--- config.mk ---
export PLATFORM = sky130hd
export DESIGN_NAME = hazard_ctrl
export DESIGN_NICKNAME = d
export VERILOG_FILES = /design/src/rtl/hazard_ctrl.sv
export SDC_FILE = /design/constraint.sdc
export NUM_CORES = 1
export LEC_CHECK = 0
export CAP_MARGIN = 20
export CORE_ASPECT_RATIO = 1.25
export CORE_MARGIN = 3
export CORE_UTILIZATION = 35
export DETAILED_ROUTE_END_ITERATION = 6
export PLACE_DENSITY_LB_ADDON = 0.2
export SLEW_MARGIN = 20
export SYNTH_ARGS = -nofsm -noshare
export SYNTH_HDL_FRONTEND = slang
export SYNTH_SLANG_ARGS = --single-unit
--- constraint.sdc ---
create_clock -name clk -period 2.27 [get_ports clk]
set_input_delay 0.227 -clock clk [delete_from_list [all_inputs] [get_ports clk]]
set_output_delay 0.227 -clock clk [all_outputs]
set_load 0.005 [all_outputs]
--- src/rtl/hazard_ctrl.sv ---
// rtl/hazard_ctrl.sv - decode holding register with load-use stall and redirect squash
// One-entry skid between fetch and EX; counts stall cycles and squashed instructions.
module hazard_ctrl (
  input  logic        clk,
  input  logic        rst,
  input  logic        if_valid,
  input  logic [31:0] if_instr,
  input  logic [31:0] if_pc,
  output logic        if_ready,
  output logic        id_valid,
  output logic [31:0] id_instr,
  output logic [31:0] id_pc,
  input  logic        ex_ready,
  input  logic        ex_is_load,
  input  logic [4:0]  ex_rd,
  input  logic        redirect,
  output logic [15:0] stall_cnt,
  output logic [15:0] flush_cnt
);

  logic        r_valid;
  logic [31:0] r_instr;
  logic [31:0] r_pc;
  logic [15:0] r_stall_cnt;
  logic [15:0] r_flush_cnt;

  logic [6:0]  w_opcode;
  logic [4:0]  w_rs1;
  logic [4:0]  w_rs2;
  logic        w_use_rs1;
  logic        w_use_rs2;
  logic        w_hazard;
  logic        w_fire_in;
  logic        w_fire_out;

  assign w_opcode = r_instr[6:0];
  assign w_rs1    = r_instr[19:15];
  assign w_rs2    = r_instr[24:20];

  // R-type, store and branch read both sources; load, OP-IMM and JALR read rs1 only.
  always_comb begin
    w_use_rs1 = 1'b0;
    w_use_rs2 = 1'b0;
    case (w_opcode)
      7'b0110011, 7'b0100011, 7'b1100011: begin
        w_use_rs1 = 1'b1;
        w_use_rs2 = 1'b1;
      end
      7'b0000011, 7'b0010011, 7'b1100111: begin
        w_use_rs1 = 1'b1;
      end
      default: begin
        w_use_rs1 = 1'b0;
        w_use_rs2 = 1'b0;
      end
    endcase
  end

  assign w_hazard = r_valid && ex_is_load && (ex_rd != 5'd0) &&
                    ((w_use_rs1 && (w_rs1 == ex_rd)) || (w_use_rs2 && (w_rs2 == ex_rd)));

  assign id_valid   = r_valid && !w_hazard && !redirect;
  assign id_instr   = r_instr;
  assign id_pc      = r_pc;
  assign w_fire_out = id_valid && ex_ready;
  assign if_ready   = !redirect && (!r_valid || w_fire_out);
  assign w_fire_in  = if_valid && if_ready;
  assign stall_cnt  = r_stall_cnt;
  assign flush_cnt  = r_flush_cnt;

  always_ff @(posedge clk) begin
    if (rst) begin
      r_valid     <= 1'b0;
      r_instr     <= 32'h0;
      r_pc        <= 32'h0;
      r_stall_cnt <= 16'h0;
      r_flush_cnt <= 16'h0;
    end else begin
      if (w_hazard && !redirect && (r_stall_cnt != 16'hFFFF))
        r_stall_cnt <= r_stall_cnt + 16'd1;
      if (redirect && r_valid && (r_flush_cnt != 16'hFFFF))
        r_flush_cnt <= r_flush_cnt + 16'd1;
      // if_ready is already low under redirect, so fire_in cannot win over the squash.
      if (redirect) begin
        r_valid <= 1'b0;
      end else if (w_fire_in) begin
        r_valid <= 1'b1;
        r_instr <= if_instr;
        r_pc    <= if_pc;
      end else if (w_fire_out) begin
        r_valid <= 1'b0;
      end
    end
  end

endmodule

==> flow_summary.ini <==
[outcome]
status = complete, no violations

[floorplan]
top_level_ports = 173
dieArea_mm2 = 0.0149
dieWidth_um = 110
core-area_mm2 = 0.0129
initial_cell_density_of_the_core = 0.365
number_of_rows_in_the_core_area = 46
die-height_um = 136

[place]
dp_worst_setup_slack_ns = -0.402
gp_congestion = 0.778
detailedPlacementHpwl_mm = 9.22
placed_area_mm2 = 0.00677
place.port_buffers = 172

[critical_path]
worst_r2r_endpoint = stall_cnt[15]$_SDFFE_PP0P_
worst_r2r_path_depth = 8
endpoint_kind = primary output
cp.arrival_ns = 1.99
worst_ep_required_time_ns = 2.04
cp_max_fo = 3
setup.reg_to_reg.worst_slack_ns = 0.08
timing.setup.critical_path_class = reg -> out
crit-reg2reg-launch = id_instr[19]$_SDFFE_PP0P_
crit_start_category = flop

[worst_hold_path]
hp-start = rst
hp-class = in -> reg
min_delay_path_depth = 2
worst_hold_path.endpoint = flush_cnt[12]$_SDFFE_PP0P_

[cts]
clock_insertion_delay_worst_skew_ns = 0.35
longest_clk_path_bufs = 2
cts_hold_repair.buffers = 0
cts_max_level = 3
clock_tree.root_cell = clkbuf_16
cts_made_buffers = 9
cts_num_sinks = 97
clk_pin_slew_worst_paths_ns = 0.07
tritoncts = built

[power]
vdd.ir_drop.worst_v = 0.000327
total_leakage_power_nw = 2.62
p_per_area_mw_per_mm2 = 550
total_power_mw = 3.91

[yosys]
synthesis.instances = 503
postSynth.asyncResetShare = 0
postSynthRegisterBits = 97
ys_types = 48
yosys-top-cells-area = dfxtp_1 (41%), nand2b_1 (17%), mux2i_1 (14%), xor2_1 (2.8%), nor2_1 (2.1%)
proportion_of_netlist_area_held_by_the_largest_area_contributor = 0.411
synth_top_family_by_area = simple AND/OR/NAND/NOR gates
simple_gate_area_share_of_the_yosys_netlist = 0.295
synth_warnings = 0
synth_compound_area_frac = 0.0688
syn_nets = 580
post_synth_fa_ha_maj_area_fraction = 0.00529
synth_mux_area_frac = 0.145
postSynthAreaPerCell_um2 = 9.40
synth_xor_xnor_area_share = 0.0371
ys_seq_area_frac = 0.411
synth_flop_cell = dfxtp_1
synth.cells.most_frequent = nand2b_1 (131), dfxtp_1 (97), mux2i_1 (66)
synth_top_cell_by_area = dfxtp_1
syn-cell-area_mm2 = 0.00473
post-synth-top-count-cell = nand2b_1
synth_enable_flop_cells = 0

[timing]
max-slew-margin-rel = 0.687
setup_repair_after_global_routing_missed_its_margin = yes
setup-violations-final = 0
min_period_ns = 2.21
achievable-frequency_mhz = 452
hold_violations = 0
period_share = 0.975
worst_setup_slack_after_layout_ns = 0.0569
final_max_slew_violation_count = 0
worst-slew-pin-transition_ns = 0.470
worst_clock_skew_ns = 0.0112

[grt]
grt_pass1_vias = 4095
track_usage = 0.167
grt_remaining_overflow = 0
grt_max_degree = 118
initial_antenna_violation_count = 0
first_pass_grt_wire_length_mm = 19.9

[cells_and_area]
area_growth_syn_to_layout_pct = 50.6
finish.instance_area_mm2 = 0.00712
finish.utilization = 0.550
design.final.nets = 764
fillers = 1203
fraction_of_layout_cells_with_a_size_suffix_above_1 = 0.104
antennaDiodeCount = 0

[detailed_routing]
route.detailed.wl_per_inst_um = 14.4
number_of_vias_after_detailed_routing = 4114
wl_mm = 12.4
drt.antenna.violating_nets = 0
detail_route.first_pass.iterations = 4
drc = 0
routed_via_density = 4.78
drt_first_iter_violations = 141

[job]
maxCapViolations = 0
-- power by group --
part	internal [mW]	switching, mW
logic	0.406	0.224
clock network	0.751	0.702
registers	1.78	0.0518
-- how the worst max path moves through the flow --
stage	end	start	cells after the start
after floorplan	stall_cnt[13]$_SDFFE_PP0P_	id_instr[16]$_SDFFE_PP0P_	7
after global placement	id_valid	ex_rd[1]	7
after detailed placement	id_valid	ex_rd[1]	7
after CTS	id_valid	id_instr[16]$_SDFFE_PP0P_	7
after global routing	id_valid	id_instr[19]$_SDFFE_PP0P_	7
final	id_valid	id_instr[19]$_SDFFE_PP0P_	7
-- through the flow --
stage	setup TNS, ns	std cells	hold WS [ns]
2_1_floorplan	0	503	0.351
3_3_place_gp	-18.25	839	0.459
3_5_place_dp	-21.42	839	0.465
4_1_cts	-0.0669	855	0.306
5_1_grt	-0.0273	860	0.338
6_report	0	860	0.325
-- cells by family (layout without fill, tap and decap cells) --
logic type / count (synthesis) / in the layout
muxes: 68 / 68
AOI/OAI and AO/OA: 46 / 47
DFF: 97 / 97
and+or+nand+nor: 232 / 232
xor gates and xnor gates: 20 / 20
adders and majority gates: 2 / 2
buffers and inverters: 38 / 226
-- flip-flops by register name (all words and copies together) (netlist names) --
name / cells
flush_cnt: 16
id_instr: 32
id_pc: 32
r_valid: 1
stall_cnt: 16
-- layout by cell type (no fill, tap or decap), types with 3 or more instances in the layout --
| cell type | instances |
|---|---|
| nand2_1 | 14 |
| nand4_1 | 10 |
| clkdlybuf4s50_1 | 166 |
| buf_4 | 26 |
| inv_1 | 7 |
| nor3_1 | 4 |
| clkbuf_16 | 9 |
| mux2i_1 | 66 |
| or4_1 | 9 |
| nand3_1 | 10 |
| xnor2_1 | 5 |
| nor2b_1 | 4 |
| buf_12 | 5 |
| or3_1 | 6 |
| o31ai_1 | 8 |
| dfxtp_1 | 95 |
| o21ai_0 | 8 |
| nand2b_1 | 131 |
| clkinvlp_4 | 3 |
| nor2_1 | 26 |
| a21oi_1 | 13 |
| xor2_1 | 14 |
| or2_2 | 4 |
-- critical path: stages, from the launching register on --
cell and delay [ns]:
dfxtp_4 0.36, xor2_2 0.18, a2111oi_4 0.32, and4_4 0.28
o21ai_2 0.08, buf_4 0.14, and3b_1 0.17, clkbuf_2 0.11
-- cell type report --
cell class	count	area (µm²)	area share
Tap cell	168	210	0.0295
Inverter	7	26.3	0.00369
Timing Repair Buffer	203	2010	0.282
Clock buffer	9	225	0.0316
Multi-Input combinational cell	369	2650	0.372
Sequential cell	97	1950	0.274
Clock inverter	7	53.8	0.00756
-- layer usage --
metal  track usage  vias up  wire length, µm
met5             0        -                0
met4        0.0541        0              172
met3        0.0627       11             1070
met2         0.273      116             6090
met1         0.203     1906             5050
li1              -     2081                -
-- repair_timing --
action	CTS	global route
pin swaps	1	6
setup endpoints to repair	2	7
gates cloned	0	1
gates resized for setup	6	16
hold endpoints to repair	0	0
buffers inserted	0	4
Power figures use the tool's default switching activity.
